**src/rtl/jtcop_gfx_rom_resp_pkg.sv**
```systemverilog
// Shared definitions for the BAC06 tile ROM responder: client count, default
// address map and fetch FSM states.
package jtcop_gfx_rom_resp_pkg;

   localparam int          NCLIENT   = 3;
   localparam int          AW_DEF    = 17;
   localparam logic [21:0] BASE0_DEF = 22'h000000;
   localparam logic [21:0] BASE1_DEF = 22'h040000;
   localparam logic [21:0] BASE2_DEF = 22'h080000;

   typedef enum logic [2:0] {
      ST_IDLE,
      ST_REQ_LO,
      ST_WAIT_LO,
      ST_REQ_HI,
      ST_WAIT_HI
   } fetch_st_e;

   // Round-robin successor over clients 0,1,2.
   function automatic logic [1:0] rr_next(input logic [1:0] p);
      return (p == 2'd2) ? 2'd0 : p + 2'd1;
   endfunction

endpackage

```
**src/rtl/jtcop_gfx_rom_resp_slot.sv**
```systemverilog
// One-entry 32-bit cache for a single ROM client: tag, data, valid bit,
// combinational hit/ok, fill port and invalidate.
module jtcop_gfx_rom_resp_slot #(
   parameter int AW = 17
) (
   input  logic          clk,
   input  logic          rst,
   input  logic          cs,
   input  logic [AW-1:0] addr,
   input  logic          inval,
   input  logic          we,
   input  logic [AW-1:0] fill_tag,
   input  logic [31:0]   fill_data,
   output logic [31:0]   data,
   output logic          ok,
   output logic          miss
);

   logic          valid;
   logic [AW-1:0] tag;
   logic          hit;

   always_ff @(posedge clk) begin
      if (rst) begin
         valid <= 1'b0;
         tag   <= '0;
         data  <= '0;
      end else if (we) begin
         valid <= 1'b1;
         tag   <= fill_tag;
         data  <= fill_data;
      end else if (inval) begin
         valid <= 1'b0;
      end
   end

   assign hit  = valid && (addr == tag);
   assign ok   = cs && hit;
   assign miss = cs && !hit;

endmodule

```
**src/rtl/jtcop_gfx_rom_resp.sv**
```systemverilog
// Tile ROM responder: three cached clients sharing one 16-bit SDRAM read port,
// round-robin arbitration, each miss fetched as two consecutive 16-bit words.
//
// state      | meaning
// -----------+-----------------------------------------------------------
// ST_IDLE    | no fetch; grant the next missing client from the rr pointer
// ST_REQ_LO  | sdr_req held for the even (low) word until sdr_ack
// ST_WAIT_LO | waiting for sdr_rdy with the low word
// ST_REQ_HI  | sdr_req held for the odd (high) word until sdr_ack
// ST_WAIT_HI | waiting for sdr_rdy with the high word, then fill the slot
module jtcop_gfx_rom_resp
   import jtcop_gfx_rom_resp_pkg::*;
#(
   parameter int          AW    = AW_DEF,
   parameter logic [21:0] BASE0 = BASE0_DEF,
   parameter logic [21:0] BASE1 = BASE1_DEF,
   parameter logic [21:0] BASE2 = BASE2_DEF
) (
   input  logic          clk,
   input  logic          rst,
   input  logic          b0_cs,
   input  logic [AW-1:0] b0_addr,
   output logic [31:0]   b0_data,
   output logic          b0_ok,
   input  logic          b1_cs,
   input  logic [AW-1:0] b1_addr,
   output logic [31:0]   b1_data,
   output logic          b1_ok,
   input  logic          b2_cs,
   input  logic [AW-1:0] b2_addr,
   output logic [31:0]   b2_data,
   output logic          b2_ok,
   output logic          sdr_req,
   output logic [21:0]   sdr_addr,
   input  logic          sdr_ack,
   input  logic [15:0]   sdr_dout,
   input  logic          sdr_rdy
);

   logic [NCLIENT-1:0] cs, miss, ok, inval, fill_we;
   logic [AW-1:0]      addr [NCLIENT];
   logic [31:0]        data [NCLIENT];

   fetch_st_e     st;
   logic [1:0]    rr, rr1, rr2, gnt, fetch_id;
   logic          gnt_valid;
   logic [AW-1:0] gnt_addr, fetch_tag;
   logic [21:0]   gnt_base;
   logic [15:0]   lo;

   assign cs      = {b2_cs, b1_cs, b0_cs};
   assign addr[0] = b0_addr;
   assign addr[1] = b1_addr;
   assign addr[2] = b2_addr;
   assign b0_data = data[0];
   assign b1_data = data[1];
   assign b2_data = data[2];
   assign b0_ok   = ok[0];
   assign b1_ok   = ok[1];
   assign b2_ok   = ok[2];

   assign rr1 = rr_next(rr);
   assign rr2 = rr_next(rr1);

   always_comb begin
      gnt_valid = 1'b1;
      gnt       = rr;
      if (miss[rr])       gnt = rr;
      else if (miss[rr1]) gnt = rr1;
      else if (miss[rr2]) gnt = rr2;
      else                gnt_valid = 1'b0;
   end

   assign gnt_addr = addr[gnt];

   always_comb begin
      case (gnt)
         2'd0:    gnt_base = BASE0;
         2'd1:    gnt_base = BASE1;
         default: gnt_base = BASE2;
      endcase
   end

   // The granted slot drops valid at grant so a half-filled entry never hits.
   for (genvar n = 0; n < NCLIENT; n++) begin : g_slot
      assign inval[n]   = (st == ST_IDLE) && gnt_valid && (gnt == 2'(n));
      assign fill_we[n] = (st == ST_WAIT_HI) && sdr_rdy && (fetch_id == 2'(n));

      jtcop_gfx_rom_resp_slot #(.AW(AW)) u_slot (
         .clk       (clk),
         .rst       (rst),
         .cs        (cs[n]),
         .addr      (addr[n]),
         .inval     (inval[n]),
         .we        (fill_we[n]),
         .fill_tag  (fetch_tag),
         .fill_data ({sdr_dout, lo}),
         .data      (data[n]),
         .ok        (ok[n]),
         .miss      (miss[n])
      );
   end

   always_ff @(posedge clk) begin
      if (rst) begin
         st        <= ST_IDLE;
         rr        <= 2'd0;
         fetch_id  <= 2'd0;
         fetch_tag <= '0;
         lo        <= '0;
         sdr_req   <= 1'b0;
         sdr_addr  <= '0;
      end else begin
         case (st)
            ST_IDLE: begin
               if (gnt_valid) begin
                  fetch_id  <= gnt;
                  fetch_tag <= gnt_addr;
                  sdr_addr  <= gnt_base + (22'(gnt_addr) << 1);
                  sdr_req   <= 1'b1;
                  rr        <= rr_next(gnt);
                  st        <= ST_REQ_LO;
               end
            end
            ST_REQ_LO: begin
               if (sdr_ack) begin
                  sdr_req <= 1'b0;
                  st      <= ST_WAIT_LO;
               end
            end
            ST_WAIT_LO: begin
               if (sdr_rdy) begin
                  lo       <= sdr_dout;
                  sdr_addr <= sdr_addr + 22'd1;
                  sdr_req  <= 1'b1;
                  st       <= ST_REQ_HI;
               end
            end
            ST_REQ_HI: begin
               if (sdr_ack) begin
                  sdr_req <= 1'b0;
                  st      <= ST_WAIT_HI;
               end
            end
            ST_WAIT_HI: begin
               if (sdr_rdy) st <= ST_IDLE;
            end
            default: st <= ST_IDLE;
         endcase
      end
   end

endmodule
```
**config.mk**
```make
export PLATFORM = sky130hd
export DESIGN_NAME = jtcop_gfx_rom_resp
export DESIGN_NICKNAME = d
export VERILOG_FILES = /design/src/rtl/jtcop_gfx_rom_resp_pkg.sv /design/src/rtl/jtcop_gfx_rom_resp_slot.sv /design/src/rtl/jtcop_gfx_rom_resp.sv
export SDC_FILE = /design/constraint.sdc
export NUM_CORES = 1
export LEC_CHECK = 0
export ABC_AREA = 1
export CAP_MARGIN = 20
export CORE_ASPECT_RATIO = 1.25
export CORE_MARGIN = 2
export CORE_UTILIZATION = 50
export CTS_BUF_LIST = sky130_fd_sc_hd__clkbuf_8
export CTS_CLUSTER_SIZE = 30
export DETAILED_ROUTE_END_ITERATION = 8
export HOLD_SLACK_MARGIN = 0.08
export PLACE_DENSITY = 0.78
export SYNTH_ARGS = -nofsm -noshare
export SYNTH_HDL_FRONTEND = slang
export SYNTH_SLANG_ARGS = --single-unit
export TNS_END_PERCENT = 50
```
**constraint.sdc**
```tcl
create_clock -name clk -period 2.6 [get_ports clk]
set_input_delay 0.39 -clock clk [delete_from_list [all_inputs] [get_ports clk]]
set_output_delay 0.39 -clock clk [all_outputs]
set_load 0.01 [all_outputs]
```
# Yosys cells after proc, flatten, opt, wreduce, memory -nomap -nowiden

Index checks and enable logic that the tools add are counted.

Flip-flop bits (word level): 213
Latch bits: 0
Memory bits (writable): 0
ROM bits: 0
Input bits: 74
Output and inout bits: 122
Logic and storage cells: 117
Memories: 0

$add $sub $neg: 5
Multiply operators: 0
Div/mod/pow operators: 0
$lt $le $gt $ge: 4
Equality and inequality tests: 19
Shift-type cells: 0
Multiplexer cells: 38
Bitwise gates (word level): 1
Reductions and logical operators: 34

Operators with widths:

| operator                                           | count |
|---|---|
| == test 17 bit                                     | 3 |
| 2-to-1 mux 22 bit                                  | 2 |
| one-hot mux 22 bit (2 select lines)                | 1 |
| one-hot mux 20 bit (2 select lines)                | 1 |
| binary-select mux 17 bit (select 2 bit)            | 1 |
| 2-to-1 mux 17 bit                                  | 2 |
| adder 22 x 1 -> 22 bit, second input constant      | 1 |
| adder 22 x 18 -> 22 bit                            | 1 |
| logical AND 1 bit                                  | 17 |
| 2-to-1 mux 1 bit                                   | 15 |
| 2-to-1 mux 3 bit                                   | 5 |
| one-hot mux 3 bit (5 select lines)                 | 1 |
| 2-to-1 mux 2 bit                                   | 6 |
| != test 2 bit, second input constant               | 5 |
| < comparator 2 x 3 -> 1 bit, second input constant | 3 |
| == test 2 bit, second input constant               | 4 |
| nonzero test 2 bit                                 | 4 |
| adder 2 x 1 -> 2 bit, second input constant        | 3 |
| binary-select mux 1 bit (select 2 bit)             | 3 |
| == test 3 x 2 -> 1 bit, second input constant      | 2 |
| AND reduction 5 bit                                | 1 |
| == test 2 x 1 -> 1 bit, second input constant      | 2 |
| logical NOT 2 bit                                  | 2 |
| AND reduction 2 bit                                | 2 |
| other kinds (12)                                   | 14 |

# Logic depth before layout (Yosys ltp)

Gate-level depths: netlist (run 1).

Depth after elaboration: 16
Gate-level depth with buffers: 20

# Modules after synthesis

A second synthesis (run 1) with hierarchy kept.

Cells, all modules: 1,564
Area total of the unflattened synthesis: 10,503.8 µm²

By module, submodules not included:

| module                  | times used | cells each | area each (µm²) | seq. area each (µm²) |
|---|---|---|---|---|
| jtcop_gfx_rom_resp_slot | 3          | 325        | 2,267.2         | 1,001.0 |
| jtcop_gfx_rom_resp      | 1          | 589        | 3,702.3         | 1,261.2 |

# Worst setup path before layout (run 1)

Ideal clock, no wire load.

Path kind: input to register
From: input b1_addr[5]
To: register sdr_addr[9]
Setup time: 0.120 ns
Arrival: 1.871 ns
Required time: 2.480 ns
Path slack: 0.609 ns
Cell stages on the path: 17
Path through: inv_1 -> nand2_1 -> nand2_1 -> nor2_1 -> nand2_1 -> nor2_1 -> nand3_2 -> nand3_1 -> buf_4 -> nand3_2 -> o21ai_4 -> buf_6 -> nand2_1 -> nand3_1 -> nand2_1 -> nand2_1 -> a21oi_1

Longest elaborated chain between the ends: 16
Elaborated cells on any way between the ends: 25
Classes of those cells: add/sub: 1; eq/ne: 2; mux: 17; bitwise: 1; reduce/logical: 4

Ends and longest elaborated chain:

| element                                              | line                          | source |
|---|---|---|
| start, declared                                      | jtcop_gfx_rom_resp.sv:26      | `input logic [AW-1:0] b1_addr,` |
| == test 17 bit                                       | jtcop_gfx_rom_resp_slot.sv:37 | `assign hit = valid && (addr == tag);` |
| logical AND 1 bit                                    | jtcop_gfx_rom_resp_slot.sv:37 |  |
| logical NOT 1 bit                                    | jtcop_gfx_rom_resp_slot.sv:39 | `assign miss = cs && !hit;` |
| logical AND 1 bit                                    | jtcop_gfx_rom_resp_slot.sv:39 |  |
| binary-select mux 1 bit (select 2 bit)               | jtcop_gfx_rom_resp.sv:70      | `else if (miss[rr2]) gnt = rr2;` |
| 2-to-1 mux 1 bit (not written as such)               | jtcop_gfx_rom_resp.sv:70      |  |
| 2-to-1 mux 2 bit                                     | jtcop_gfx_rom_resp.sv:70      |  |
| 2-to-1 mux 2 bit                                     | jtcop_gfx_rom_resp.sv:69      | `else if (miss[rr1]) gnt = rr1;` |
| 2-to-1 mux 2 bit                                     | jtcop_gfx_rom_resp.sv:68      | `if (miss[rr]) gnt = rr;` |
| NOT 2 -> 3 bit (not written as such)                 | jtcop_gfx_rom_resp.sv:74      | `assign gnt_addr = addr[gnt];` |
| binary-select mux 17 bit (select 2 bit)              | jtcop_gfx_rom_resp.sv:74      |  |
| 2-to-1 mux 17 bit (not written as such) (2 in a row) | jtcop_gfx_rom_resp.sv:74      |  |
| adder 22 x 18 -> 22 bit                              | jtcop_gfx_rom_resp.sv:119     | `sdr_addr <= gnt_base + (22'(gnt_addr) << 1);` |
| 2-to-1 mux 22 bit                                    | jtcop_gfx_rom_resp.sv:116     | `if (gnt_valid) begin` |
| one-hot mux 22 bit (2 select lines)                  | jtcop_gfx_rom_resp.sv:114     | `case (st)` |
| end signal, assigned                                 | jtcop_gfx_rom_resp.sv:119     |  |
| end signal, assigned                                 | jtcop_gfx_rom_resp.sv:134     | `sdr_addr <= sdr_addr + 22'd1;` |
| end, declared                                        | jtcop_gfx_rom_resp.sv:34      | `output logic [21:0] sdr_addr,` |

Several ways; a longest one is shown, not always the timed one. The select of a mux whose other input is x is not followed.
A chain may end at the register's enable or synchronous reset.

# Worst setup path after layout (run 1)

From: input b0_addr[2]
To: output b0_ok

Longest elaborated chain between the ends: 3

Ends and longest elaborated chain:

| element           | line                          | source |
|---|---|---|
| start, declared   | jtcop_gfx_rom_resp.sv:22      | `input logic [AW-1:0] b0_addr,` |
| == test 17 bit    | jtcop_gfx_rom_resp_slot.sv:37 |  |
| logical AND 1 bit | jtcop_gfx_rom_resp_slot.sv:37 |  |
| logical AND 1 bit | jtcop_gfx_rom_resp_slot.sv:38 | `assign ok = cs && hit;` |
| end, declared     | jtcop_gfx_rom_resp.sv:24      | `output logic b0_ok,` |

No other way between the ends.

==> results.py, run 1 <==
metrics = {
    "run_status": {
        "status": "complete, no violations",
    },
    "clocking": {
        "cts_tree": "built",
        "cts_max_level": 2,
        "cts_made_buffers": 34,
        "hold_buffers": 0,
        "post_cts_buffers": 0,
        "clock_tree.buffer_depth": 3,
        "cts.clk_slew.worst_paths_ns": 0.06,
        "root_buffer": "clkbuf_8",
        "clkLatencyLatePin_ns": 0.53,
        "numClockSinks": 213,
    },
    "run": {
        "timing.max_cap.violations": 0,
    },
    "sta": {
        "holdWs_ns": 0.461,
        "worstMarginPinSlew_ns": 0.571,
        "slew_viol_final": 0,
        "fin_crit_sh": 0.953,
        "relSlewSlack": 0.619,
        "rsz0062_at_grt": "no",
        "setup_slack_ns": 0.123,
        "finalCriticalPeriod_ns": 2.48,
        "max_freq_mhz": 404,
        "fin_skew_ns": 0.0195,
        "hold_viol": 0,
        "finalSetupViolations": 0,
    },
    "detailed_routing": {
        "met1_length_mm": 12.5,
        "routed-via-count": 10400,
        "top_layer_used": "met4",
        "via_per_inst": 5.41,
        "drtIter0Drc": 756,
        "firstDrtPassIters": 6,
        "wl_met3_mm": 3.02,
        "wl_per_cell_um": 17.1,
        "drt.antenna.violating_nets": 0,
        "wl_met2_mm": 15.3,
        "drc": 0,
        "finalWirelength_mm": 32.9,
    },
    "setup_path": {
        "crit_arrival_ns": 2.09,
        "critPathKind": "in -> out",
        "cp-end-kind": "output port",
        "cpMaxStageDelayCell": "clkdlybuf4s50_1",
        "crit_fanout": 3,
        "cp.required_ns": 2.21,
        "crit_chain": "clkdlybuf4s50_1, inv_1, nand2_1, nand2_1, nor2_1, nand2_1, nor2_1, nand3_2, buf_4, nor2_1, dlygate4sd2_1",
        "max_stage_delay_ns": 0.56,
        "worstSetupStartpointType": "input pin",
    },
    "global_routing": {
        "grt_pass1_wl_mm": 51.3,
        "antenna_found_initial": 0,
        "grt_pass1_vias": 10000,
        "grt_overflow": 0,
        "grtUsageTotal": 0.314,
        "grt_max_degree": 66,
    },
    "pwr": {
        "power_density_mw_per_mm2": 856,
        "internal-power_w": 0.00698,
        "power_leakage_nw": 5.95,
        "clkPwrFrac": 0.266,
        "sequentialPowerShare": 0.362,
        "switching_share": 0.382,
        "power_switching_w": 0.00432,
        "irDropWorstVdd_mv": 0.517,
        "pwr-share-comb": 0.371,
    },
    "synth": {
        "syn_inst": 1412,
        "synth_area_mm2": 0.00970,
        "ys_seq_area_frac": 0.439,
        "synth_seq_cells": 213,
        "synth_fp_nets": 1487,
        "ys_types": 40,
        "synth.avg_cell_area_um2": 6.87,
        "yosys_warnings": 0,
    },
    "placement": {
        "place_congestion": 0.969,
        "post-dp-hpwl_mm": 23.3,
        "port_buffers": 195,
        "placedInstanceArea_mm2": 0.0125,
        "preCtsSetupSlack_ns": -0.560,
    },
    "final_layout": {
        "antenna_cells": 0,
        "area_growth_pct": 36.0,
        "fin_nets": 1743,
        "drive_above_1_share": 0.123,
        "final_area_mm2": 0.0132,
    },
    "die": {
        "die_h_um": 160,
        "dieArea_mm2": 0.0205,
        "io_pins": 196,
        "coreArea_mm2": 0.0189,
        "initial_core_util": 0.513,
        "die_w_um": 129,
        "placementRows": 56,
    },
    "worst_hold_path": {
        "hold_class": "reg -> reg",
    },
}
## worst max-delay path: cells and delay by family
kind | cells | cell delay, ns
buf+inv | 4 | 1.09
simple gates | 7 | 0.61
## per-layer routing
metal / vias up / track usage
li1: 5068 / -
met3: 113 / 0.0801
met5: - / 0
met4: 0 / 0.179
met2: 484 / 0.518
met1: 4715 / 0.367
## repair_timing
| item | in CTS | in global routing |
|---|---|---|
| gates resized for setup | 10 | 12 |
| pin swaps | 1 | 3 |
| setup endpoints to repair | 4 | 24 |
## stage by stage
step,std cells,util,setup TNS (ns),total power (W)
after floorplan,1412,-,0,0.00648
after global placement,1864,0.658,-15.60,0.00817
after detailed placement,1864,0.658,-16.34,0.00823
after CTS,1920,0.696,0,0.0112
after global routing,1920,0.697,0,0.0119
final,1920,0.697,0,0.0113
## flip-flops by register name, indices dropped and copies added (netlist names)
register / count
fetch_id: 2
fetch_tag: 17
g_slot.u_slot.data: 96
g_slot.u_slot.tag: 51
g_slot.u_slot.valid: 3
lo: 16
rr: 2
sdr_addr: 22
sdr_req: 1
st: 3
## area by class of cell
class | count | area, µm²
Timing Repair Buffer | 296 | 2780
Sequential cell | 213 | 4270
Clock inverter | 10 | 72.6
Multi-Input combinational cell | 994 | 4660
Clock buffer | 46 | 633
Inverter | 129 | 492
Tap cell | 232 | 290
Fill cell | 1585 | 5720
## cells by family (layout without fill, tap and decap cells)
group | Yosys count | in the layout | share of synthesized area
xor gates and xnor gates | 27 | 27 | 0.0244
buffers and inverters | 205 | 481 | 0.0859
DFF | 213 | 213 | 0.439
and+or+nand+nor | 633 | 633 | 0.268
adders and majority gates | 1 | 1 | 0.00129
AOI/OAI and AO/OA | 333 | 333 | 0.181
## power groups by stage
stage	clock (W)	sequential [W]	combinational, W
after detailed placement	0	0.00414	0.00409
after global placement	0	0.00413	0.00404
after floorplan	0	0.00401	0.00246
after CTS	0.00303	0.00407	0.00411
after global routing	0.00319	0.00412	0.00457
final	0.00301	0.00409	0.00419
## placed cells by master, fill, tap and decap left out, drive strengths merged, types with 16 or more instances in the layout
cell type and count:
a31oi 17, a21oi 81, buf 101, xnor2 16, dfxtp 213, clkbuf 47
nand2 233, o21ai 215, inv 129, nand3 67, clkdlybuf4s50 191, nor2 307
## path summary, 6_finish.rpt
| kind | startpoint | to | slack, ns | depth (start not counted) |
|---|---|---|---|---|
| max | b0_addr[2] | b0_ok | 0.12 | 11 |
| max reg2reg | g_slot[1].u_slot.tag[8] | sdr_addr[6] | 0.18 | 15 |
| min reg2reg | g_slot[1].u_slot.tag[10] | g_slot[1].u_slot.tag[10] | 0.46 | 2 |
| min | g_slot[1].u_slot.tag[10] | g_slot[1].u_slot.tag[10] | 0.46 | 2 |
## cells in the mapped netlist
cell         n  share of area
clkinv_4     1        0.00090
nor2_4       2         0.0023
nand3b_1     2         0.0015
nand4_2      1         0.0013
inv_1      114          0.044
nand4_1      5         0.0032
a21boi_4     1         0.0019
or2_2        1        0.00065
nand2_4      2         0.0023
a21oi_1     81          0.042
buf_6        5         0.0058
nor3_2       1         0.0010
a21boi_1     1        0.00077
nor3_1      11         0.0057
ha_1         1         0.0013
a31oi_1     17          0.011
o22ai_1      3         0.0019
o2111ai_1    1        0.00090
buf_4        4         0.0031
nor2_1     305           0.12
o21ai_4      1         0.0017
a22oi_1     11         0.0085
clkbuf_1    59          0.023
nand3_2      6         0.0062
buf_1        3         0.0012
or2_0        2         0.0013
xor2_1      11         0.0099
clkinv_1     2        0.00077
xnor2_1     16          0.014
buf_2        5         0.0026
o21a_1       1        0.00077
nand2_1    225          0.087
nand3_1     61          0.031
o21ai_1     18         0.0093
dfxtp_1    213           0.44
o211ai_1     2         0.0015
o21ai_0    196           0.10
nor4_1       3         0.0019
nand2_2      6         0.0039
inv_2       12         0.0046
(Power assumes the default switching activity.)
==> run 2, diff against run 1 <==
--- a/config.mk
+++ b/config.mk
@@ -15,6 +15,7 @@
 export DETAILED_ROUTE_END_ITERATION = 8
 export HOLD_SLACK_MARGIN = 0.08
 export PLACE_DENSITY = 0.78
+export RECOVER_POWER = 100
 export SYNTH_ARGS = -nofsm -noshare
 export SYNTH_HDL_FRONTEND = slang
 export SYNTH_SLANG_ARGS = --single-unit
==> constraint.sdc (replaced) <==
create_clock -name clk -period 2.6 [get_ports clk]
set_input_delay 0.39 -clock clk [delete_from_list [all_inputs] [get_ports clk]]
set_output_delay 0.39 -clock clk [all_outputs]
set_load 0.1 [all_outputs]
==> results.py, run 2 (synthesis gave the netlist of run 1 again) <==
metrics = {
    "run_status": {
        "status": "complete, no violations",
    },
    "detailed_routing": {
        "wl_met2_mm": 16.2,
        "via_per_inst": 5.45,
        "drt.antenna.violating_nets": 0,
        "drtIter0Drc": 915,
        "met1_length_mm": 13.1,
        "wl_met3_mm": 2.92,
        "top_layer_used": "met4",
        "firstDrtPassIters": 5,
        "routed-via-count": 10500,
        "finalWirelength_mm": 33.6,
        "drc": 0,
        "wl_per_cell_um": 17.5,
    },
    "final_layout": {
        "final_util": 0.659,
        "fin_nets": 1740,
        "layout_commonest_cell": "nor2_1",
        "mostFrequentLayoutCells": "nor2_1 (299), nand2_1 (225), dfxtp_1 (205)",
        "fillCellCount": 1801,
        "area_growth_pct": 28.4,
        "final_area_mm2": 0.0125,
        "stdcell_count": 1921,
        "drive_above_1_share": 0.129,
        "antenna_cells": 0,
        "reg_top3": "g_slot.u_slot.data: 96 flops, g_slot.u_slot.tag: 51 flops, sdr_addr: 22 flops",
        "largest_reg_flops": 96,
        "regMostFlops": "g_slot.u_slot.data",
    },
    "sta": {
        "rsz0062_at_grt": "yes",
        "hold_viol": 0,
        "finalSetupViolations": 0,
        "slew_viol_final": 0,
        "finalCriticalPeriod_ns": 2.56,
        "setup_slack_ns": 0.0383,
        "worstMarginPinSlew_ns": 1.26,
        "fin_crit_sh": 0.985,
        "relSlewSlack": 0.165,
        "fin_skew_ns": 0.0202,
        "max_freq_mhz": 390,
    },
    "placement": {
        "placedInstanceArea_mm2": 0.0122,
        "port_buffers": 195,
        "post-dp-hpwl_mm": 24.0,
        "place_congestion": 0.954,
        "preCtsSetupSlack_ns": -0.502,
        "place_inst": 1864,
    },
    "setup_path": {
        "cp-end-kind": "output port",
        "r2r_slack_ns": 0.16,
        "critPathKind": "reg -> out",
        "r2r-start": "g_slot[1].u_slot.tag[14]",
        "worstSetupStartpointType": "flop",
        "ff2ff_path_depth": 17,
        "crit_fanout": 2,
        "crit_arrival_ns": 2.17,
        "cp.required_ns": 2.21,
        "r2r-end": "sdr_addr[15]",
    },
    "die": {
        "die_h_um": 160,
        "coreArea_mm2": 0.0189,
        "io_pins": 196,
        "initial_core_util": 0.513,
        "die_w_um": 129,
        "placementRows": 56,
        "dieArea_mm2": 0.0205,
    },
    "pwr": {
        "total_power_w": 0.0118,
        "irDropWorstVdd_mv": 0.539,
        "power_leakage_nw": 5.70,
        "power_density_mw_per_mm2": 950,
    },
    "global_routing": {
        "grt_overflow": 0,
        "grt_pass1_wl_mm": 52.6,
        "antenna_found_initial": 0,
        "grt_max_degree": 53,
        "grt_pass1_vias": 9940,
        "grtUsageTotal": 0.319,
    },
    "clocking": {
        "cts_made_buffers": 31,
        "root_buffer": "clkbuf_8",
        "post_cts_buffers": 0,
        "numClockSinks": 213,
        "cts_max_level": 1,
        "clkLatencyLatePin_ns": 0.57,
        "cts.clk_slew.worst_paths_ns": 0.07,
        "cts_tree": "built",
        "clock_tree.buffer_depth": 3,
    },
    "worst_hold_path": {
        "hold_depth": 2,
        "holdPathEnd": "g_slot[2].u_slot.tag[0]",
        "hold_class": "reg -> reg",
        "worstHoldStart": "g_slot[2].u_slot.tag[0]",
    },
    "run": {
        "timing.max_cap.violations": 0,
    },
}
-- run 2: worst max path at each step --
stage / startpoint / end / depth (start not counted)
after global placement: b0_addr[11] / sdr_addr[6] / 18
after CTS: g_slot[2].u_slot.tag[8] / b2_ok / 8
after global routing: g_slot[2].u_slot.tag[8] / b2_ok / 8
after floorplan: b2_addr[15] / b2_ok / 6
final: g_slot[2].u_slot.tag[8] / b2_ok / 8
after detailed placement: b1_addr[15] / sdr_addr[6] / 16
-- run 2: repair_timing --
item / CTS / global route
hold endpoints to repair: 0 / 0
hold buffers: 0 / 0
cloned: 0 / 0
resized for setup: 6 / 16
endpoints found under the setup margin: 3 / 16
pin swaps: 0 / 4
-- run 2: worst max-delay path: stages (launching register included) --
cell and delay, ns:
dfxtp_4 0.37, xnor2_2 0.15, buf_4 0.13, o211ai_1 0.09, nor4_2 0.29, buf_4 0.16, nand3_2 0.09, nor2_4 0.15
buf_12 0.18
-- run 2: area by class of cell --
| cell class | instances | area [µm²] | share of cell area |
|---|---|---|---|
| Multi-Input combinational cell | 994 | 4670 | 0.375 |
| Sequential cell | 213 | 4280 | 0.343 |
| Timing Repair Buffer | 296 | 2070 | 0.166 |
| Clock buffer | 41 | 564 | 0.0453 |
| Inverter | 129 | 492 | 0.0395 |
| Tap cell | 232 | 290 | 0.0233 |
| Clock inverter | 16 | 98.8 | 0.00793 |
-- run 2: where the power goes --
group	total [W]	internal [W]	switching, W
clock	0.00281	0.00151	0.00131
combinational	0.00494	0.00146	0.00349
sequential	0.00408	0.00363	0.000451
total	0.0118	0.00659	0.00524
-- run 2: per-layer routing --
metal | global-route usage | up-vias
li1 | - | 5065
met1 | 0.394 | 4833
met2 | 0.544 | 476
met3 | 0.0697 | 90
met4 | 0.115 | 0
met5 | 0 | -
-- run 2: through the flow --
| step | TNS, ns | hold slack [ns] |
|---|---|---|
| after floorplan | -0.0360 | 0.435 |
| after global placement | -18.11 | 0.445 |
| after detailed placement | -19.09 | 0.450 |
| after CTS | -0.000708 | 0.460 |
| after global routing | -0.0668 | 0.475 |
| final | 0 | 0.458 |
==> run 3, diff against run 2 <==
--- a/config.mk
+++ b/config.mk
@@ -10,12 +10,12 @@
 export CORE_ASPECT_RATIO = 1.25
 export CORE_MARGIN = 2
 export CORE_UTILIZATION = 50
-export CTS_BUF_LIST = sky130_fd_sc_hd__clkbuf_8
 export CTS_CLUSTER_SIZE = 30
 export DETAILED_ROUTE_END_ITERATION = 8
 export HOLD_SLACK_MARGIN = 0.08
 export PLACE_DENSITY = 0.78
 export RECOVER_POWER = 100
+export SKIP_CTS_REPAIR_TIMING = 1
 export SYNTH_ARGS = -nofsm -noshare
 export SYNTH_HDL_FRONTEND = slang
 export SYNTH_SLANG_ARGS = --single-unit
==> results.py, run 3 (synthesis gave the netlist of run 1 again) <==
metrics = {
    "run_status": {
        "status": "complete, but fails checks",
        "violations": "negative setup slack",
    },
    "sta": {
        "slew_viol_final": 0,
        "worstMarginPinSlew_ns": 1.26,
        "rsz0062_at_grt": "yes",
        "finalSetupViolations": 1,
        "fin_crit_sh": 1.01,
        "fin_skew_ns": 0.0101,
        "max_freq_mhz": 381,
        "relSlewSlack": 0.163,
        "holdWs_ns": 0.459,
        "hold_viol": 0,
        "setup_slack_ns": -0.0248,
        "finalCriticalPeriod_ns": 2.62,
    },
    "final_layout": {
        "multi_input_area_mm2": 0.00468,
        "antenna_cells": 0,
        "fin_nets": 1730,
        "layout_commonest_cell": "nor2_1",
        "seq_area_mm2": 0.00427,
        "mostFrequentLayoutCells": "nor2_1 (299), nand2_1 (224), dfxtp_1 (206)",
        "largest_reg_flops": 96,
        "regMostFlops": "g_slot.u_slot.data",
        "final_util": 0.659,
        "final_area_mm2": 0.0125,
        "area_growth_pct": 28.5,
        "drive_above_1_share": 0.116,
        "fillCellCount": 1805,
        "stdcell_count": 1901,
        "reg_top3": "g_slot.u_slot.data: 96 flops, g_slot.u_slot.tag: 51 flops, sdr_addr: 22 flops",
    },
    "global_routing": {
        "met2_usage": 0.543,
        "use_met3": 0.0640,
        "antenna_found_initial": 0,
        "busiest_layer": "met2",
        "met1_usage": 0.391,
        "grt_overflow": 0,
        "grt_pass1_wl_mm": 52.5,
        "grtUsageTotal": 0.318,
        "grt_pass1_vias": 9904,
        "grt_max_degree": 53,
    },
    "die": {
        "io_pins": 196,
        "dieArea_mm2": 0.0205,
        "die_h_um": 160,
        "coreArea_mm2": 0.0189,
        "initial_core_util": 0.513,
        "placementRows": 56,
        "die_w_um": 129,
    },
    "setup_path": {
        "r2r_slack_ns": 0.23,
        "cpMaxStageDelayCell": "clkdlybuf4s50_1",
        "cp.required_ns": 2.21,
        "crit_chain": "clkdlybuf4s50_1, inv_1, a21boi_2, buf_4, nand3_1, nor4_2, buf_4, nand3_1, nor2_2, buf_12",
        "r2r-start": "g_slot[0].u_slot.tag[6]",
        "worstSetupStartpointType": "input pin",
        "max_stage_delay_ns": 0.50,
        "crit_arrival_ns": 2.23,
        "ff2ff_path_depth": 18,
        "critPathKind": "in -> out",
        "path_buf_inv": 5,
        "cp-end-kind": "output port",
        "crit_fanout": 2,
        "crit_family": "buffers and inverters",
        "r2r-end": "sdr_addr[5]",
    },
    "clocking": {
        "numClockSinks": 213,
        "cts_tree": "built",
        "clock_tree.buffer_depth": 3,
        "clkLatencyLatePin_ns": 0.49,
        "cts_made_buffers": 21,
        "root_buffer": "clkbuf_16",
        "cts.clk_slew.worst_paths_ns": 0.07,
        "cts_max_level": 1,
    },
    "detailed_routing": {
        "finalWirelength_mm": 33.5,
        "drtIter0Drc": 939,
        "drc": 0,
        "via_per_inst": 5.47,
        "drt.antenna.violating_nets": 0,
        "wl_per_cell_um": 17.6,
        "firstDrtPassIters": 5,
        "routed-via-count": 10400,
    },
    "pwr": {
        "power_leakage_nw": 5.64,
        "power_density_mw_per_mm2": 970,
        "irDropWorstVdd_mv": 0.530,
    },
    "run": {
        "timing.max_cap.violations": 0,
    },
    "placement": {
        "port_buffers": 195,
        "preCtsSetupSlack_ns": -0.502,
        "placedInstanceArea_mm2": 0.0122,
        "place_congestion": 0.954,
        "post-dp-hpwl_mm": 24.0,
        "place_inst": 1864,
    },
    "worst_hold_path": {
        "hold_depth": 2,
        "holdPathEnd": "g_slot[2].u_slot.tag[0]",
        "hold_class": "reg -> reg",
        "worstHoldStart": "g_slot[2].u_slot.tag[0]",
    },
}
==> run 3: cell count changes in the layout (fill, tap and decap cells not counted), moves of 2 or more <==
cell / delta
clkbuf_8: -37
buf_12: -2
clkbuf_1: +11
inv_1: -7
buf_6: +2
clkinv_2: -3
clkbuf_2: -7
clkbuf_16: +21
==> run 3: worst min-delay path: cells and delay by family, from the launching register on <==
kind	cells	cell delay, ns
DFF	1	0.31
buffers and inverters	1	0.06
AOI/OAI and AO/OA	1	0.05
==> run 3: layout make-up <==
cell class / count / area share
multi-input cells: 994 / 0.375
clock buffers: 29 / 0.0478
well taps: 232 / 0.0233
inverters: 129 / 0.0394
repair buffers: 296 / 0.164
flip-flops and latches: 213 / 0.343
clock inverters: 8 / 0.00773
==> run 3: worst max-delay path by stage <==
stage | from | to | slack, ns | depth (start not counted)
after floorplan | b2_addr[15] | b2_ok | -0.04 | 6
after global placement | b0_addr[11] | sdr_addr[6] | -0.47 | 18
after detailed placement | b1_addr[15] | sdr_addr[6] | -0.50 | 16
after CTS | g_slot[2].u_slot.valid | b2_ok | -0.11 | 8
after global routing | b2_addr[15] | b2_ok | -0.1 | 10
final | b2_addr[15] | b2_ok | -0.02 | 10
==> run 3: per-stage QoR <==
| step | power (W) | TNS (ns) |
|---|---|---|
| 6_report | 0.0121 | -0.0248 |
| 3_3_place_gp | 0.00912 | -18.11 |
| 4_1_cts | 0.0122 | -0.280 |
| 3_5_place_dp | 0.00914 | -19.09 |
| 5_1_grt | 0.0126 | -0.284 |
| 2_1_floorplan | 0.00743 | -0.0360 |
==> run 3: metal layers <==
layer  vias up  share of wire  wire length [µm]
met4         0          0.042              1400
met1      4806           0.39             13000
li1       5037              -                 -
met3        84          0.089              2970
met5         -              0                 0
met2       463           0.48             16200
==> run 3: where the power goes <==
group | internal (W) | switching, W | total [W]
clock network | 0.00180 | 0.00127 | 0.00308
registers | 0.00363 | 0.000454 | 0.00408
logic | 0.00143 | 0.00350 | 0.00493
==> variant 1, RTL diff (config.mk and constraints of run 1) <==
Change the package constant `AW_DEF` from 17 to 34.
--- a/src/rtl/jtcop_gfx_rom_resp_pkg.sv
+++ b/src/rtl/jtcop_gfx_rom_resp_pkg.sv
@@ -3,7 +3,7 @@
 package jtcop_gfx_rom_resp_pkg;
 
    localparam int          NCLIENT   = 3;
-   localparam int          AW_DEF    = 17;
+   localparam int          AW_DEF    = 34;
    localparam logic [21:0] BASE0_DEF = 22'h000000;
    localparam logic [21:0] BASE1_DEF = 22'h040000;
    localparam logic [21:0] BASE2_DEF = 22'h080000;
Ports: changed (resized b0_addr, b1_addr and b2_addr); port bits go from 196 to 247. No check against the original RTL was run, so the function may have changed too.
==> variant 1 against run 1 <==
The run now ends with negative setup slack left. Via count increased by 33%. Global-route usage rose by 0.19 points. Die area grew 32%. Synthesized area is 33% higher. Power rose by 68%. Critical path type is now in -> reg. Design area is 37% higher. Synthesized cell count increased by 33%. Combinational power increased by 130%. Sequential cell count up 68. Setup slack got worse by 680 ps. Wire length increased by 36%. Critical path depth grew 14. Sequential share of layout area fell by 1.2 points.
==> variant 1: results (changes against run 1) <==
metric;value;unit;change
grt_pass1_vias;13451;;+34%
clock_latency;560;ps;+30 ps
clock_skew;16.08;ps;-3.441 ps
finalSetupViolCount;60;;+60
nNetsFinal;2357;;+35%
ys_top_cells_by_count;nor2_1, nand2_1, dfxtp_1;;
ir_drop;0.7477;mV;+45%
antenna_found_initial;2;;+2
drt_iter0_drc;944;;+25%
hpwl;30030;um;+29%
outcome;finished with violations;;
placed_cell_area;16430;um2;+32%
clk_pin_slew_worst_paths;60;ps;about the same
intPower;0.01113;W;+60%
place.gp.congestion;0.9515;;-1.8%
yosys-top-cells-area;dfxtp_1, nor2_1, o21ai_0;;
slew_headroom;52.99;%;-8.9 points
dp.cells;2490;;+34%
portBuffers;246;;+26%
numCtsBuffers;45;;+32%
fillers;1979;;+25%
drive_gt1_share;15.64;%;+3.4 points
wl_per_cell;17.16;um;+0.23%
yosysSeqAreaShare;43.73;%;-0.21 points
place_ws;-1149;ps;-589.0 ps
syn_inst;1878;;+33%
crit_arrival;3580;ps;+1490 ps
grt_pass1_wl;68370;um;+33%
ys_warn_count;0;;unchanged
final.setup.tns;-20240;ps;-20,240 ps
syn-num-nets;2007;;+35%
top_regs;g_slot.u_slot.tag: 102 flops, g_slot.u_slot.data: 96 flops, fetch_tag: 34 flops;;
r2r_start;g_slot[0].u_slot.tag[25];;
crit_start;b0_addr[11];;
routed_wl;44600;um;+36%
num_vias;13842;;+33%
crit_fanout;4;;+1
drt_first_pass_iters;5;;-1
grt_max_degree;76;;+15%
p_leak;8.027;nW;+35%
violations;negative setup slack;;
grtUsageTotal;31.58;%;+0.19 points
worst_hold_path_type;in -> reg;;
worst_slack;-561.3;ps;-684.7 ps
synth_cell_type_count;41;;+2.5%
min_from;b0_addr[25];;
variant 1: cell types whose count changed in the layout (fill, tap and decap cells not counted), sizes merged, moves of 14 or more:
cell and change:
inv +74, a21oi +25, clkdlybuf4s50 +37, nand2 +75
buf +56, xnor2 +14, o21ai +75, dfxtp +68
a31oi -14, nor2 +102, nand4 +19
variant 1: metal layers:
metal / global-route usage [%] / vias to the layer above / share of wire (%)
li1: - / 6719 / -
met1: 36.18 / 6307 / 37
met2: 53.72 / 657 / 47
met3: 8.632 / 157 / 9.8
met4: 16.73 / 2 / 5.8
met5: 0 / - / 0.025
variant 1: path summary, 6_finish.rpt:
path / slack (ps) / endpoint / cells past startpoint
setup / recovery: -560 / sdr_addr[21] / 25
hold / removal: 260 / fetch_tag[25] / 5
setup reg to reg: -550 / sdr_addr[21] / 26
hold reg to reg: 480 / g_slot[1].u_slot.tag[3] / 2
variant 1: power groups by stage:
| stage | registers [W] | clock network (W) | logic (W) |
|---|---|---|---|
| after floorplan | 0.00558 | 0 | 0.00430 |
| after global placement | 0.00560 | 0 | 0.00744 |
| after detailed placement | 0.00562 | 0 | 0.00756 |
| after CTS | 0.00553 | 0.00383 | 0.00808 |
| after global routing | 0.00563 | 0.00403 | 0.0104 |
| final | 0.00555 | 0.00378 | 0.00965 |
variant 1: cell families after synthesis:
kind of cell               synth area share, %
xor gates and xnor gates                 3.677
buffers and inverters                    8.618
AOI/OAI and AO/OA                        16.90
and+or+nand+nor                          26.63
adders and majority gates               0.4475
DFF                                      43.73
variant 1: layout make-up:
cell class	instances	area, um2	share of cell area (%)
flip-flops and latches	281	5632	31.11
well taps	335	419.2	2.315
inverters	185	711.9	3.933
diodes	1	2.502	0.01382
multi-input cells	1313	6574	36.31
repair buffers	402	3864	21.34
clock inverters	28	143.9	0.7948
clock buffers	55	757.0	4.181
variant 1: timing repair:
| action | 4_1_cts | 5_1_grt |
|---|---|---|
| gates cloned | 1 | 1 |
| gates resized for setup | 46 | 138 |
| endpoints found under the setup margin | 61 | 69 |
| buffers inserted | 8 | 20 |
| pin swaps | 7 | 53 |
variant 1: worst max-delay path: stages:
cell and delay (ps):
clkdlybuf4s50_1 490, inv_1 70, nand2_1 130, nand4_1 90, nor2_1 150, nand2_1 130
nor2_2 130, nand3_2 140, nand4_1 150, nand2_1 100, nor2_2 120, nand2_1 60
nand2_1 70, nand2_2 80, nand2_4 110, inv_4 50, nor2_4 140, a21oi_1 90
nand2_1 140, ha_1 260, a21oi_2 160, nand3b_1 130, nand2_1 60, nand3_1 90
a21oi_1 70
==> variant 2, RTL diff (config.mk and constraints of run 1) <==
Without the edit above. The 5 values of `fetch_st_e` get a one-hot encoding in 5 bits.
--- a/src/rtl/jtcop_gfx_rom_resp_pkg.sv
+++ b/src/rtl/jtcop_gfx_rom_resp_pkg.sv
@@ -8,12 +8,12 @@
    localparam logic [21:0] BASE1_DEF = 22'h040000;
    localparam logic [21:0] BASE2_DEF = 22'h080000;
 
-   typedef enum logic [2:0] {
-      ST_IDLE,
-      ST_REQ_LO,
-      ST_WAIT_LO,
-      ST_REQ_HI,
-      ST_WAIT_HI
+   typedef enum logic [4:0] {
+      ST_IDLE    = 5'b00001,
+      ST_REQ_LO  = 5'b00010,
+      ST_WAIT_LO = 5'b00100,
+      ST_REQ_HI  = 5'b01000,
+      ST_WAIT_HI = 5'b10000
    } fetch_st_e;
 
    // Round-robin successor over clients 0,1,2.
Formal check against the unedited RTL: no difference found for any inputs over 4 cycles, from zero or initial values and one cycle with rst high; so few cycles prove little.
==> variant 2 against run 1 <==
Global-route usage fell by 1.2 points. Sequential power fell by 5.6%. Wire length rose by 1.6%. Sequential cell count rose by 2. Power rose by 3.6%. Design area rose by 2.2%. Setup slack got worse by 110 ps. Utilization fell by 0.24 points. Synthesized area rose by 1.6%. Via count fell by 0.77%. Non-clock buffer count fell by 27. First-iteration DRC count fell by 1.3%. Combinational power rose by 16%.
==> variant 2: results (changes against run 1) <==
metric;value;unit;change
synth_cell_type_count;36;;-10%
crit_fanout;16;;+13
holdPathStages;7;;+5
viasPerCell;5.326;;-1.5%
met3_usage;9.241;%;+1.2 points
syn-num-nets;1490;;+0.20%
slowest_delay;530;ps;-30 ps
grtUsageTotal;30.19;%;-1.2 points
grt_max_degree;63;;-4.5%
ir_drop;0.4563;mV;-12%
use_met1;33.84;%;-2.9 points
yosys-top-cells-area;dfxtp_1, a21oi_1, nand2_1;;
grt_pass1_vias;9821;;-2.0%
grt_util_met2;51.40;%;-0.43 points
grt_pass1_wl;49710;um;-3.2%
r2r_slack;50;ps;-130 ps
r2r_start;g_slot[0].u_slot.tag[3];;
worst_hold_path_type;in -> reg;;
hpwl;22840;um;-1.8%
r2r_end;sdr_addr[4];;
place.gp.congestion;0.9976;;+3.0%
ys_top_cells_by_count;nand2_1, dfxtp_1, a21oi_1;;
slew_headroom;67.84;%;+6.0 points
clock_latency;540;ps;
outcome;completed;;
p_leak;5.907;nW;-0.70%
nNetsFinal;1722;;-1.2%
crit_arrival;3000;ps;+910 ps
crit_end;sdr_addr[11];;
drive_gt1_share;12.64;%;+0.38 points
drt_iter0_drc;746;;-1.3%
clock_skew;28.00;ps;+8.479 ps
numCtsBuffers;36;;+5.9%
place_ws;-611.0;ps;-51.10 ps
[variant 2: timing repair]
| action | in CTS | in global routing |
|---|---|---|
| cloned | 0 | 6 |
| setup buffers | 2 | 6 |
| setup endpoints to repair | 4 | 48 |
| pin swaps | 2 | 24 |
| gates resized for setup | 7 | 61 |
| hold endpoints to repair | 0 | 0 |
[variant 2: through the flow]
stage	utilization [%]	area, um2	instances
after floorplan	-	9862	1415
after global placement	64.09	12430	1862
after detailed placement	64.09	12430	1862
after CTS	67.85	13160	1924
after global routing	69.50	13480	1934
final	69.50	13480	1934
[variant 2: area by class of cell]
| cell class | count | area [um2] |
|---|---|---|
| Tap cell | 265 | 331.6 |
| Clock inverter | 16 | 96.34 |
| Multi-Input combinational cell | 910 | 4528 |
| Clock buffer | 44 | 605.6 |
| Inverter | 215 | 809.5 |
| Timing Repair Buffer | 269 | 2793 |
| Fill cell | 1638 | 5916 |
| Sequential cell | 215 | 4319 |
[variant 2: worst max-delay path, delay by kind of cell]
| family | cells | cell delay, ps |
|---|---|---|
| AND/OR/NAND/NOR | 11 | 1200 |
| AO/OA/AOI/OAI | 2 | 500 |
| buffers and inverters | 4 | 920 |
[variant 2: worst min path at each step]
| stage | start | to | slack, ps |
|---|---|---|---|
| 2_1_floorplan | g_slot[1].u_slot.tag[13] | g_slot[1].u_slot.tag[13] | 440 |
| 3_3_place_gp | g_slot[1].u_slot.data[15] | g_slot[1].u_slot.data[15] | 430 |
| 3_5_place_dp | g_slot[1].u_slot.data[11] | g_slot[1].u_slot.data[11] | 430 |
| 4_1_cts | g_slot[1].u_slot.data[11] | g_slot[1].u_slot.data[11] | 440 |
| 5_1_grt | b2_addr[14] | sdr_addr[15] | 450 |
| 6_report | b0_addr[10] | fetch_tag[10] | 390 |
[variant 2: kinds of logic after synthesis]
family,share of synthesized area (%)
DFF,43.64
buffers and inverters,11.63
adders and majority gates,0.1269
and+or+nand+nor,19.58
xor gates and xnor gates,2.309
AOI/OAI and AO/OA,22.71
[variant 2: power breakdown]
part	internal, W	switching (W)	leakage, nW
Sequential	0.00357	0.000298	1.75
Clock	0.00162	0.00136	0.397
Combinational	0.00195	0.00290	3.76
Total	0.00714	0.00456	5.91
[variant 2: per-layer routing]
layer	routed length [um]	part of all wire [%]	vias up
li1	-	-	4991
met1	12010	36	4681
met2	16160	48	515
met3	3341	10	113
met4	1876	5.6	0
met5	0	0	-
